[src/rtl/spi_pkg.sv]
// Shared SPI definitions: arbiter FSM encoding and the frame width used by the
// master engine and everything that feeds it.
package spi_pkg;

  localparam int SPI_WORD_W = 16;

  typedef enum logic [1:0] {
    IDLE    = 2'd0,
    LAUNCH  = 2'd1,
    WAIT    = 2'd2,
    RELEASE = 2'd3
  } arb_state_t;

endpackage

[src/rtl/rr_pick.sv]
// Rotating-priority encoder: returns the first set request bit at or above
// rr_ptr_i, wrapping modulo NUM_REQ.
module rr_pick #(
  parameter  int NUM_REQ = 4,
  localparam int IDX_W   = $clog2(NUM_REQ)
) (
  input  logic [NUM_REQ-1:0] req_i,
  input  logic [IDX_W-1:0]   rr_ptr_i,
  output logic [IDX_W-1:0]   winner_o,
  output logic               any_req_o
);

  logic [IDX_W:0] idx;

  // Walk from the farthest candidate back to rr_ptr so the nearest set bit wins.
  always_comb begin
    // NOTE: every signal written here gets a default first, so no latch is inferred.
    winner_o  = '0;
    any_req_o = |req_i;
    idx       = '0;
    for (int k = NUM_REQ - 1; k >= 0; k--) begin
      idx = {1'b0, rr_ptr_i} + (IDX_W + 1)'(k);
      if (idx >= (IDX_W + 1)'(NUM_REQ)) begin
        idx = idx - (IDX_W + 1)'(NUM_REQ);
      end
      if (req_i[idx[IDX_W-1:0]]) begin
        winner_o = idx[IDX_W-1:0];
      end
    end
  end

endmodule

[src/rtl/spi_rr_arbiter.sv]
// Round-robin front end for a shared SPI master: grants one requester at a
// time, launches its word, waits for end-of-frame (or a watchdog) and releases.
module spi_rr_arbiter
  import spi_pkg::*;
#(
  parameter  int NUM_REQ     = 4,
  parameter  int WORD_W      = SPI_WORD_W,
  parameter  int TIMEOUT_CYC = 1024,
  localparam int IDX_W       = $clog2(NUM_REQ)
) (
  input  logic                      clk,
  input  logic                      rst_n,
  input  logic [NUM_REQ-1:0]        req,
  input  logic [NUM_REQ*WORD_W-1:0] req_data,
  output logic [NUM_REQ-1:0]        gnt,
  output logic [NUM_REQ-1:0]        done,
  output logic                      err,
  output logic                      m_start,
  output logic [WORD_W-1:0]         m_data,
  output logic [IDX_W-1:0]          m_sel,
  input  logic                      m_busy,
  input  logic                      m_done
);

  localparam int WD_W = $clog2(TIMEOUT_CYC + 1);

  arb_state_t        state_q, state_d;
  logic [IDX_W-1:0]  cur_idx_q, cur_idx_d;
  logic [IDX_W-1:0]  rr_ptr_q, rr_ptr_d;
  logic [WORD_W-1:0] m_data_q, m_data_d;
  logic [WD_W-1:0]   wd_cnt_q, wd_cnt_d;
  logic              err_flag_q, err_flag_d;
  logic [IDX_W-1:0]  winner;
  logic              any_req;
  logic [NUM_REQ-1:0] cur_onehot;

  rr_pick #(.NUM_REQ(NUM_REQ)) u_pick (
    .req_i    (req),
    .rr_ptr_i (rr_ptr_q),
    .winner_o (winner),
    .any_req_o(any_req)
  );

  always_comb begin
    state_d    = state_q;
    cur_idx_d  = cur_idx_q;
    rr_ptr_d   = rr_ptr_q;
    m_data_d   = m_data_q;
    wd_cnt_d   = wd_cnt_q;
    err_flag_d = err_flag_q;
    unique case (state_q)
      IDLE: begin
        if (!m_busy && any_req) begin
          state_d    = LAUNCH;
          cur_idx_d  = winner;
          m_data_d   = req_data[winner*WORD_W +: WORD_W];
          wd_cnt_d   = '0;
          err_flag_d = 1'b0;
        end
      end
      LAUNCH: begin
        state_d  = WAIT;
        wd_cnt_d = (wd_cnt_q == '1) ? wd_cnt_q : wd_cnt_q + 1'b1;
      end
      WAIT: begin
        // A done arriving on the watchdog's last cycle still counts as success.
        if (m_done) begin
          state_d    = RELEASE;
          err_flag_d = 1'b0;
        end else if (wd_cnt_q == WD_W'(TIMEOUT_CYC - 1)) begin
          state_d    = RELEASE;
          err_flag_d = 1'b1;
        end else begin
          wd_cnt_d = (wd_cnt_q == '1) ? wd_cnt_q : wd_cnt_q + 1'b1;
        end
      end
      RELEASE: begin
        state_d  = IDLE;
        rr_ptr_d = (cur_idx_q == IDX_W'(NUM_REQ - 1)) ? '0 : cur_idx_q + 1'b1;
      end
      default: state_d = IDLE;
    endcase
  end

  always_ff @(posedge clk or negedge rst_n) begin
    if (!rst_n) begin
      state_q    <= IDLE;
      cur_idx_q  <= '0;
      rr_ptr_q   <= '0;
      m_data_q   <= '0;
      wd_cnt_q   <= '0;
      err_flag_q <= 1'b0;
    end else begin
      // NOTE: non-blocking assignments make every flop update from pre-edge values.
      state_q    <= state_d;
      cur_idx_q  <= cur_idx_d;
      rr_ptr_q   <= rr_ptr_d;
      m_data_q   <= m_data_d;
      wd_cnt_q   <= wd_cnt_d;
      err_flag_q <= err_flag_d;
    end
  end

  // Outputs decode registered state only, so nothing is combinational from inputs.
  assign cur_onehot = {{(NUM_REQ-1){1'b0}}, 1'b1} << cur_idx_q;
  assign gnt        = (state_q != IDLE)    ? cur_onehot : '0;
  assign done       = (state_q == RELEASE) ? cur_onehot : '0;
  assign err        = (state_q == RELEASE) && err_flag_q;
  assign m_start    = (state_q == LAUNCH);
  assign m_data     = m_data_q;
  assign m_sel      = cur_idx_q;

endmodule

[config.mk]
export PLATFORM = sky130hd
export DESIGN_NAME = spi_rr_arbiter
export DESIGN_NICKNAME = d
export VERILOG_FILES = /design/src/rtl/spi_pkg.sv /design/src/rtl/rr_pick.sv /design/src/rtl/spi_rr_arbiter.sv
export SDC_FILE = /design/constraint.sdc
export NUM_CORES = 1
export LEC_CHECK = 0
export ABC_AREA = 1
export CAP_MARGIN = 20
export CORE_MARGIN = 2
export CORE_UTILIZATION = 46
export DETAILED_ROUTE_END_ITERATION = 6
export GPL_TIMING_DRIVEN = 1
export PLACE_DENSITY = 0.88
export SYNTH_ARGS = -nofsm -noshare
export SYNTH_HDL_FRONTEND = slang
export SYNTH_SLANG_ARGS = --single-unit
[constraint.sdc]
create_clock -name clk -period 1.86 [get_ports clk]
set_input_delay 0.186 -clock clk [delete_from_list [all_inputs] [get_ports clk]]
set_output_delay 0.186 -clock clk [all_outputs]
set_load 0.02 [all_outputs]
==> flow_summary.html, run 1 <==
<table>
<tr><th>Metric</th><th>Value</th></tr>
<tr><th colspan="2">Clock network</th></tr>
<tr><td>H-tree level count</td><td>2</td></tr>
<tr><td>Post-CTS clock slew at the launch and capture registers of the worst setup and hold paths</td><td>0.07 ns</td></tr>
<tr><td>Sink Count</td><td>34</td></tr>
<tr><td>Clock Root Buffer</td><td>sky130_fd_sc_hd__clkbuf_8</td></tr>
<tr><td>Clock tree from TritonCTS</td><td>done</td></tr>
<tr><td>Worst skew pair latency</td><td>approximately 0.29 ns</td></tr>
<tr><td>Number of buffers inserted during clock tree synthesis</td><td>5</td></tr>
<tr><td>Number of buffers on the longest clock path</td><td>2</td></tr>
<tr><th colspan="2">Floorplan</th></tr>
<tr><td>Total die area</td><td>6640 µm²</td></tr>
<tr><td>I/O pin count</td><td>100</td></tr>
<tr><td>Site row count</td><td>28</td></tr>
<tr><td>Placeable core region</td><td>5850 µm²</td></tr>
<tr><td>Height of the chip</td><td>81.5 µm</td></tr>
<tr><td>Die width</td><td>81.5 µm</td></tr>
<tr><td>Initial cell density of the core</td><td>0.472</td></tr>
<tr><th colspan="2">Logic synthesis</th></tr>
<tr><td>Share of the synthesized area in the top cell type</td><td>0.308</td></tr>
<tr><td>Cells taking the most area after synthesis</td><td>sky130_fd_sc_hd__dfrtp_1, sky130_fd_sc_hd__nand2_1, sky130_fd_sc_hd__nand3_1</td></tr>
<tr><td>Total nets after synthesis</td><td>530</td></tr>
<tr><td>Count of flip-flops with a built-in enable after synthesis</td><td>0</td></tr>
<tr><td>Share of async-settable or async-resettable flops after synthesis</td><td>1.00</td></tr>
<tr><td>Number of synthesis warnings</td><td>0</td></tr>
<tr><td>Area of the mapped netlist</td><td>approximately 2800 µm²</td></tr>
<tr><td>Mean cell area of the mapped netlist</td><td>a little over 6 µm²</td></tr>
<tr><td>Yosys reg bits</td><td>34</td></tr>
<tr><td>Mapped Cells</td><td>449</td></tr>
<tr><td>Distinct cells, synth</td><td>28</td></tr>
<tr><td>Prevailing post-synth register cell</td><td>sky130_fd_sc_hd__dfrtp_1</td></tr>
<tr><td>Sequential cell area fraction in the yosys report</td><td>0.308</td></tr>
<tr><td>Cell type with the largest total area after synthesis</td><td>sky130_fd_sc_hd__dfrtp_1</td></tr>
<tr><th colspan="2">Run</th></tr>
<tr><td>Number of max-capacitance violations reported</td><td>0</td></tr>
<tr><th colspan="2">Timing</th></tr>
<tr><td>Minimum hold slack</td><td>between 0.4 and 0.5 ns</td></tr>
<tr><td>Number of endpoints with negative hold slack in the final report</td><td>0</td></tr>
<tr><td>Total setup violations reported at the end of the flow</td><td>0</td></tr>
<tr><td>Transition time of the tightest slew-check pin</td><td>between 0.7 and 0.8 ns</td></tr>
<tr><td>Normalized max-slew margin</td><td>0.493</td></tr>
<tr><td>Number of max-slew violations in the final report</td><td>0</td></tr>
<tr><td>Final critical-path share of the clock period</td><td>0.992</td></tr>
<tr><td>Period minus WS final</td><td>between 1.5 and 2 ns</td></tr>
<tr><td>Achievable Freq</td><td>approximately 0.54 GHz</td></tr>
<tr><td>Final Skew</td><td>0.00972 ns</td></tr>
<tr><td>Final worst slack</td><td>~0.016 ns</td></tr>
<tr><th colspan="2">Cells and area</th></tr>
<tr><td>Number of cells in the finished layout apart from fillers</td><td>between 600 and 700</td></tr>
<tr><td>Final antenna diode count</td><td>0</td></tr>
<tr><td>Number of nets in the layout</td><td>650</td></tr>
<tr><td>Fraction of layout cells with a size suffix above 1</td><td>0.144</td></tr>
<tr><td>Layout overhead on the synthesized area</td><td>58.3%</td></tr>
<tr><td>Final Util</td><td>0.748</td></tr>
<tr><th colspan="2">Routing</th></tr>
<tr><td>Total Routed Length</td><td>9170 µm</td></tr>
<tr><td>Initial DRT Pass Iterations</td><td>5</td></tr>
<tr><td>Antenna Nets Post-Route</td><td>0</td></tr>
<tr><td>Count of vias placed by the detailed router</td><td>3414</td></tr>
<tr><td>Detail-routed net length per standard cell</td><td>around 14 µm</td></tr>
<tr><td>Drt drc</td><td>0</td></tr>
<tr><td>Violation count after the first detailed-route iteration</td><td>297</td></tr>
<tr><td>Vias per std cell</td><td>around 5.3</td></tr>
<tr><th colspan="2">Pwr</th></tr>
<tr><td>Power density of the placed cells</td><td>between 1500 and 2000 nW/µm²</td></tr>
<tr><td>Highest ir drop seen on vdd</td><td>0.949 mV</td></tr>
<tr><td>Static Leakage</td><td>approximately 2.4 nW</td></tr>
<tr><th colspan="2">GRT</th></tr>
<tr><td>Busiest metal layer after global routing</td><td>met2</td></tr>
<tr><td>Via count of the first global-routing pass</td><td>approximately 3100</td></tr>
<tr><td>Combined global-route utilization of all metal layers</td><td>0.242</td></tr>
<tr><td>Initial antenna violation count</td><td>0</td></tr>
<tr><td>Met3 capacity usage during global routing</td><td>0.0582</td></tr>
<tr><td>Aggregate global routing overflow</td><td>0</td></tr>
<tr><td>GR met1 Demand/Resource</td><td>0.276</td></tr>
<tr><td>Met2 capacity usage during global routing</td><td>0.442</td></tr>
<tr><td>Wire length of the first global-routing pass</td><td>approximately 13000 µm</td></tr>
<tr><td>Maximum number of pins on one net before global-route repair</td><td>35</td></tr>
<tr><th colspan="2">Critical path</th></tr>
<tr><td>Worst Path Required</td><td>2.04 ns</td></tr>
<tr><td>Path type of the worst setup path</td><td>flip-flop to flip-flop</td></tr>
<tr><td>Slowest CP cell</td><td>sky130_fd_sc_hd__dfrtp_2</td></tr>
<tr><td>Cell family with most CP delay</td><td>simple AND/OR/NAND/NOR gates</td></tr>
<tr><td>Buffers and inverters on the worst path</td><td>3</td></tr>
<tr><td>Arrival time at the worst endpoint</td><td>approximately 2.0 ns</td></tr>
<tr><td>Most common cell on crit path</td><td>sky130_fd_sc_hd__nand2_1</td></tr>
<tr><td>Top fanout value on the critical path</td><td>16</td></tr>
<tr><td>Worst-path cell chain</td><td>buf_6 -&gt; nand2_2 -&gt; o21ai_2 -&gt; nand2_1 -&gt; nand2_1 -&gt; inv_2 -&gt; nand3_4 -&gt; buf_12 -&gt; nand2_8 -&gt; nand2_1 -&gt; nand3_1 -&gt; nand2_1 -&gt; nand2_1 -&gt; nand2_1</td></tr>
<tr><td>Setup crit start kind</td><td>flip-flop</td></tr>
<tr><td>Critical path capture point type</td><td>flip-flop</td></tr>
<tr><td>Delay contributed by the slowest stage of the critical path</td><td>between 0.4 and 0.5 ns</td></tr>
<tr><th colspan="2">Status</th></tr>
<tr><td>Run status</td><td>finished, final reports clean</td></tr>
<tr><th colspan="2">Min path</th></tr>
<tr><td>Hold Crit Class</td><td>input port to async pin</td></tr>
<tr><th colspan="2">Place</th></tr>
<tr><td>Detail Placement HPWL</td><td>between 5000 and 6000 µm</td></tr>
<tr><td>DP Worst Slack</td><td>-0.153 ns</td></tr>
<tr><td>Placed Instances</td><td>between 600 and 700</td></tr>
<tr><td>Count of buffers inserted at the top-level ports</td><td>99</td></tr>
<tr><td>Final weighted congestion in routability-driven placement</td><td>0.846</td></tr>
</table>
==> power breakdown <==
part	internal, mW	switching (mW)	leakage (nW)
combinational	2.28	2.99	1.87
clock	0.298	0.284	0.0472
sequential	1.02	0.271	0.434
==> placed cells by master (no fill, tap or decap), drive strengths merged <==
master	count
nor3	1
dlymetal6s2s	1
clkinv	1
a31oi	1
nand3b	4
a21oi	2
nor2	15
nand4	3
dlygate4sd3	1
clkdlybuf4s50	90
buf	28
clkinvlp	1
xor2	1
or2	5
o21a	1
nand2	155
and2	1
dlygate4sd2	7
nand3	84
dfrtp	34
nor4	2
ha	9
o21ai	19
inv	95
clkbuf	9
==> synthesized netlist by cell type (all sizes together), types with 2 or more instances <==
master and count:
nand3 84, nand2 153, a21oi 2, o21ai 19, nor4 2, clkbuf 5, buf 14, inv 95
ha 9, nand3b 4, or2 5, dfrtp 34, nor2 15, nand4 3
==> sequential cells by signal, indices dropped and copies added (netlist names) <==
register    flops
m_data         16
wd_cnt_q       11
m_sel           2
rr_ptr_q        2
state_q         2
err_flag_q      1
==> path summary, 6_finish.rpt <==
path | startpoint | to | slack [ns] | depth (start not counted)
worst max-delay path | rr_ptr_q[0]$_DFFE_PN0P_ | m_data[15]$_DFFE_PN0P_ | 0.02 | 14
worst min-delay path | rst_n | wd_cnt_q[7]$_DFFE_PN0P_ | 0.49 | 2
worst max register to register | rr_ptr_q[0]$_DFFE_PN0P_ | m_data[15]$_DFFE_PN0P_ | 0.02 | 14
worst min register to register | m_data[13]$_DFFE_PN0P_ | m_data[13]$_DFFE_PN0P_ | 0.49 | 2
max in group asynchronous | rst_n | rr_ptr_q[0]$_DFFE_PN0P_ | 0.83 | 2
min in group clk | m_data[13]$_DFFE_PN0P_ | m_data[13]$_DFFE_PN0P_ | 0.49 | 2
==> per-stage QoR <==
| stage | instance area, µm² | TNS, ns | total power, mW |
|---|---|---|---|
| after global placement | 3890 | -0.887 | 5.28 |
| after floorplan | 2760 | 0 | 4.03 |
| after global routing | 4370 | -0.620 | 7.65 |
| after detailed placement | 3890 | -2.20 | 5.41 |
| final | 4370 | 0 | 7.13 |
| after CTS | 4030 | 0 | 6.05 |
==> metal layers <==
| metal | up-vias | part of all wire | wire, µm |
|---|---|---|---|
| met5 | - | 0 | 0 |
| met4 | 0 | 0.028 | 259 |
| met3 | 37 | 0.099 | 910 |
| met2 | 222 | 0.50 | 4630 |
| met1 | 1539 | 0.37 | 3380 |
| li1 | 1616 | - | - |
==> cells by family after synthesis <==
logic type | synth area share
AO/OA/AOI/OAI | 0.0444
XOR/XNOR | 0.00317
adder cells (fa/ha/maj) | 0.0407
buffers and inverters | 0.168
AND/OR/NAND/NOR | 0.436
flip-flops | 0.308
==> what timing repair did <==
item,in CTS,in global routing
gates resized for setup,11,44
hold endpoints to repair,34,0
setup buffers,2,9
endpoints found under the setup margin,16,32
hold buffers,1,0
pin swaps,0,11
cloned,0,7
==> cell type report <==
class                      count  area [µm²]
multi-input combinational    303        1620
inverter                      95         359
tap                           75        93.8
fill                         399        1480
timing repair buffer         130        1360
clock inverter                 2        12.5
sequential                    34         855
clock buffer                   6        82.6
==> worst reg2reg max path, cell delays in order (launching register included) <==
cell,delay (ns)
sky130_fd_sc_hd__dfrtp_2,0.46
sky130_fd_sc_hd__buf_6,0.14
sky130_fd_sc_hd__nand2_2,0.06
sky130_fd_sc_hd__o21ai_2,0.06
sky130_fd_sc_hd__nand2_1,0.07
sky130_fd_sc_hd__nand2_1,0.07
sky130_fd_sc_hd__inv_2,0.10
sky130_fd_sc_hd__nand3_4,0.15
sky130_fd_sc_hd__buf_12,0.18
sky130_fd_sc_hd__nand2_8,0.11
sky130_fd_sc_hd__nand2_1,0.10
sky130_fd_sc_hd__nand3_1,0.09
sky130_fd_sc_hd__nand2_1,0.05
sky130_fd_sc_hd__nand2_1,0.06
sky130_fd_sc_hd__nand2_1,0.05
Power figures use the tool's default switching activity.
==> inputs of run 2 (changes only) <==
CORE_UTILIZATION = 64   (was 46)
DONT_BUFFER_PORTS = 1   (was unset)
PLACE_DENSITY = 0.86   (was 0.88)
==> flow_summary.html, run 2 (synthesis results as in run 1) <==
<table>
<tr><th>Metric</th><th>Value</th></tr>
<tr><th colspan="2">Status</th></tr>
<tr><td>Run status</td><td>finished with violations (was finished, final reports clean)</td></tr>
<tr><td>Violations in the final reports</td><td>negative setup slack</td></tr>
<tr><th colspan="2">Cells and area</th></tr>
<tr><td>Commonest non-fill, non-tap cell in the layout</td><td>sky130_fd_sc_hd__nand2_1 (unchanged)</td></tr>
<tr><td>Number of nets in the layout</td><td>552 (was 650)</td></tr>
<tr><td>Leading cell types in the layout, fill and taps excluded</td><td>sky130_fd_sc_hd__nand2_1, sky130_fd_sc_hd__inv_1, sky130_fd_sc_hd__nand3_1, sky130_fd_sc_hd__dfrtp_1, sky130_fd_sc_hd__nand3_2 (was sky130_fd_sc_hd__nand2_1, sky130_fd_sc_hd__inv_1, sky130_fd_sc_hd__clkdlybuf4s50_1, sky130_fd_sc_hd__nand3_1, sky130_fd_sc_hd__dfrtp_1)</td></tr>
<tr><td>Fraction of layout cells with a size suffix above 1</td><td>0.219 (was 0.144)</td></tr>
<tr><td>Layout overhead on the synthesized area</td><td>26.4% (was 58.3%)</td></tr>
<tr><td>Post-route cell area</td><td>3490 µm² (was 4370 µm²)</td></tr>
<tr><td>Number of cells in the finished layout apart from fillers</td><td>520 (was 645)</td></tr>
<tr><td>Final Util</td><td>0.855 (was 0.748)</td></tr>
<tr><td>Total of fill cells in the finished design</td><td>209 (was 399)</td></tr>
<tr><td>Number of flip-flops in the largest register</td><td>16 (unchanged)</td></tr>
<tr><td>Final antenna diode count</td><td>0 (unchanged)</td></tr>
<tr><th colspan="2">GRT</th></tr>
<tr><td>Initial antenna violation count</td><td>0 (unchanged)</td></tr>
<tr><td>Combined global-route utilization of all metal layers</td><td>0.281 (was 0.242)</td></tr>
<tr><td>Wire length of the first global-routing pass</td><td>11200 µm (was 12800 µm)</td></tr>
<tr><td>Maximum number of pins on one net before global-route repair</td><td>35 (unchanged)</td></tr>
<tr><td>Via count of the first global-routing pass</td><td>2540 (was 3059)</td></tr>
<tr><td>Aggregate global routing overflow</td><td>0 (unchanged)</td></tr>
<tr><th colspan="2">Clock network</th></tr>
<tr><td>Number of buffers on the longest clock path</td><td>2 (unchanged)</td></tr>
<tr><td>H-tree level count</td><td>2 (unchanged)</td></tr>
<tr><td>Sink Count</td><td>34 (unchanged)</td></tr>
<tr><td>Clock Root Buffer</td><td>sky130_fd_sc_hd__clkbuf_8 (unchanged)</td></tr>
<tr><td>Worst skew pair latency</td><td>0.29 ns (about the same)</td></tr>
<tr><td>Post-CTS clock slew at the launch and capture registers of the worst setup and hold paths</td><td>0.07 ns (about the same)</td></tr>
<tr><td>Number of buffers inserted during clock tree synthesis</td><td>5 (unchanged)</td></tr>
<tr><td>Clock tree from TritonCTS</td><td>done (unchanged)</td></tr>
<tr><th colspan="2">Floorplan</th></tr>
<tr><td>Total die area</td><td>4860 µm² (was 6640 µm²)</td></tr>
<tr><td>Die width</td><td>69.7 µm (was 81.5 µm)</td></tr>
<tr><td>Height of the chip</td><td>69.7 µm (was 81.5 µm)</td></tr>
<tr><td>I/O pin count</td><td>100 (unchanged)</td></tr>
<tr><td>Site row count</td><td>23 (was 28)</td></tr>
<tr><td>Initial cell density of the core</td><td>0.676 (was 0.472)</td></tr>
<tr><td>Placeable core region</td><td>4090 µm² (was 5850 µm²)</td></tr>
<tr><th colspan="2">Routing</th></tr>
<tr><td>Detail-routed net length per standard cell</td><td>19.9 µm (was 14.2 µm)</td></tr>
<tr><td>Initial DRT Pass Iterations</td><td>7 (was 5)</td></tr>
<tr><td>Vias per std cell</td><td>6.47 (was 5.29)</td></tr>
<tr><td>Total Routed Length</td><td>10400 µm (was 9170 µm)</td></tr>
<tr><td>Drt drc</td><td>0 (unchanged)</td></tr>
<tr><td>Violation count after the first detailed-route iteration</td><td>470 (was 297)</td></tr>
<tr><td>Antenna Nets Post-Route</td><td>0 (unchanged)</td></tr>
<tr><td>Count of vias placed by the detailed router</td><td>3362 (was 3414)</td></tr>
<tr><th colspan="2">Place</th></tr>
<tr><td>Final weighted congestion in routability-driven placement</td><td>0.915 (was 0.846)</td></tr>
<tr><td>Placed Instances</td><td>492 (was 618)</td></tr>
<tr><td>Count of buffers inserted at the top-level ports</td><td>0 (was 99)</td></tr>
<tr><td>Detail Placement HPWL</td><td>4690 µm (was 5710 µm)</td></tr>
<tr><td>Dpl cell area</td><td>2850 µm² (was 3890 µm²)</td></tr>
<tr><th colspan="2">Critical path</th></tr>
<tr><td>Critical path capture point type</td><td>flip-flop (unchanged)</td></tr>
<tr><td>FF-to-FF End</td><td>m_data[13]$_DFFE_PN0P_ (was m_data[15]$_DFFE_PN0P_)</td></tr>
<tr><td>Origin of the critical flop-to-flop path</td><td>rr_ptr_q[0]$_DFFE_PN0P_ (unchanged)</td></tr>
<tr><td>Worst-path cell chain</td><td>inv_4 -&gt; nand2_1 -&gt; nand3_1 -&gt; nand2_2 -&gt; nand3_4 -&gt; nand3_2 -&gt; nand2_8 -&gt; nand2_1 -&gt; nand3_1 -&gt; nand2_1 -&gt; nand2_1 -&gt; nand2_1 (was buf_6 -&gt; nand2_2 -&gt; o21ai_2 -&gt; nand2_1 -&gt; nand2_1 -&gt; inv_2 -&gt; nand3_4 -&gt; buf_12 -&gt; nand2_8 -&gt; nand2_1 -&gt; nand3_1 -&gt; nand2_1 -&gt; nand2_1 -&gt; nand2_1)</td></tr>
<tr><td>Top fanout value on the critical path</td><td>16 (unchanged)</td></tr>
<tr><td>Arrival time at the worst endpoint</td><td>2.19 ns (was 2.03 ns)</td></tr>
<tr><td>Cell family with most CP delay</td><td>simple AND/OR/NAND/NOR gates (unchanged)</td></tr>
<tr><td>Number of cells traversed by the worst register-to-register path</td><td>12 (was 14)</td></tr>
<tr><td>Delay contributed by the slowest stage of the critical path</td><td>0.48 ns (was 0.46 ns)</td></tr>
<tr><td>Total number of cells along the worst setup path</td><td>12 (was 14)</td></tr>
<tr><td>Path type of the worst setup path</td><td>flip-flop to flip-flop (unchanged)</td></tr>
<tr><td>Setup slack on the worst flop-to-flop path</td><td>-0.15 ns (was 0.02 ns)</td></tr>
<tr><td>Setup crit start kind</td><td>flip-flop (unchanged)</td></tr>
<tr><td>Buffers and inverters on the worst path</td><td>1 (was 3)</td></tr>
<tr><td>Slowest CP cell</td><td>sky130_fd_sc_hd__dfrtp_2 (unchanged)</td></tr>
<tr><td>Worst Path Required</td><td>2.04 ns (about the same)</td></tr>
<tr><td>Most common cell on crit path</td><td>sky130_fd_sc_hd__nand2_1 (unchanged)</td></tr>
<tr><th colspan="2">Min path</th></tr>
<tr><td>Worst-case hold path end point</td><td>err_flag_q$_DFFE_PN0P_</td></tr>
<tr><td>Min-delay src</td><td>m_done</td></tr>
<tr><td>Instance count along the most critical hold path</td><td>3</td></tr>
<tr><td>Hold Crit Class</td><td>input port to flip-flop (was input port to async pin)</td></tr>
<tr><th colspan="2">Pwr</th></tr>
<tr><td>Highest ir drop seen on vdd</td><td>1.06 mV (was 0.949 mV)</td></tr>
<tr><td>Power density of the placed cells</td><td>2040 nW/µm² (was 1630 nW/µm²)</td></tr>
<tr><td>Static Leakage</td><td>1.98 nW (was 2.35 nW)</td></tr>
<tr><td>Total chip power</td><td>7.12 mW (was 7.13 mW)</td></tr>
<tr><th colspan="2">Timing</th></tr>
<tr><td>Normalized max-slew margin</td><td>0.675 (was 0.493)</td></tr>
<tr><td>Final worst slack</td><td>-0.154 ns (was 0.0157 ns)</td></tr>
<tr><td>Final critical-path share of the clock period</td><td>1.08 (was 0.992)</td></tr>
<tr><td>Period minus WS final</td><td>2.01 ns (was 1.84 ns)</td></tr>
<tr><td>Transition time of the tightest slew-check pin</td><td>0.485 ns (was 0.761 ns)</td></tr>
<tr><td>Final Skew</td><td>0.0108 ns (was 0.00972 ns)</td></tr>
<tr><td>Total setup violations reported at the end of the flow</td><td>24 (was 0)</td></tr>
<tr><td>Minimum hold slack</td><td>0.146 ns (was 0.486 ns)</td></tr>
<tr><td>Setup repair after global routing missed its margin</td><td>true</td></tr>
<tr><td>Number of max-slew violations in the final report</td><td>0 (unchanged)</td></tr>
<tr><td>Number of endpoints with negative hold slack in the final report</td><td>0 (unchanged)</td></tr>
<tr><td>Achievable Freq</td><td>0.497 GHz (was 0.542 GHz)</td></tr>
<tr><th colspan="2">Run</th></tr>
<tr><td>Number of max-capacitance violations reported</td><td>0 (unchanged)</td></tr>
</table>
==> run 2: layout make-up <==
class / instances / area (µm²) / area share
inverter: 95 / 362 / 0.104
sequential: 34 / 853 / 0.244
clock buffer: 6 / 82.6 / 0.0236
tap: 50 / 62.6 / 0.0179
multi-input combinational: 304 / 1730 / 0.495
timing repair buffer: 31 / 405 / 0.116
==> run 2: repair_timing <==
item,4_1_cts,5_1_grt
hold endpoints to repair,34,0
cloned,0,12
endpoints found under the setup margin,15,30
buffers inserted,0,8
resized for setup,3,64
hold buffers,2,0
pin swaps,1,42
==> run 2: metal layers <==
layer / global-route usage / wire [µm] / up-vias
met5: 0 / 0 / -
met4: 0.115 / 960 / 0
met3: 0.0567 / 1430 / 117
met2: 0.468 / 4650 / 361
met1: 0.356 / 3320 / 1466
li1: - / - / 1418
==> run 2: report_power, final <==
part / switching (mW) / internal (mW)
sequential: 0.538 / 1.01
combinational: 3.14 / 1.87
clock: 0.270 / 0.286
total: 3.95 / 3.17
==> run 2: worst min-delay path: cells and delay by family <==
kind / cells / cell delay, ns
AO/OA/AOI/OAI: 1 / 0.08
AND/OR/NAND/NOR: 1 / 0.08
buffers and inverters: 1 / 0.05
==> run 2: worst max path at each step <==
| stage | endpoint | from | slack, ns |
|---|---|---|---|
| 3_3_place_gp | m_data[11]$_DFFE_PN0P_ | rr_ptr_q[0]$_DFFE_PN0P_ | 0.03 |
| 3_5_place_dp | m_data[11]$_DFFE_PN0P_ | rr_ptr_q[0]$_DFFE_PN0P_ | -0.06 |
| 2_1_floorplan | wd_cnt_q[6]$_DFFE_PN0P_ | wd_cnt_q[0]$_DFFE_PN0P_ | 0.23 |
| 5_1_grt | m_data[2]$_DFFE_PN0P_ | rr_ptr_q[0]$_DFFE_PN0P_ | -0.26 |
| 6_report | m_data[13]$_DFFE_PN0P_ | rr_ptr_q[0]$_DFFE_PN0P_ | -0.15 |
| 4_1_cts | m_data[12]$_DFFE_PN0P_ | rr_ptr_q[0]$_DFFE_PN0P_ | 0.02 |
==> run 2: per-stage QoR <==
step | setup TNS (ns) | worst slack, ns
final | -1.69 | -0.154
after global routing | -4.21 | -0.259
after CTS | 0 | 0.0246
after detailed placement | -0.407 | -0.0604
after global placement | 0 | 0.0269
after floorplan | 0 | 0.227
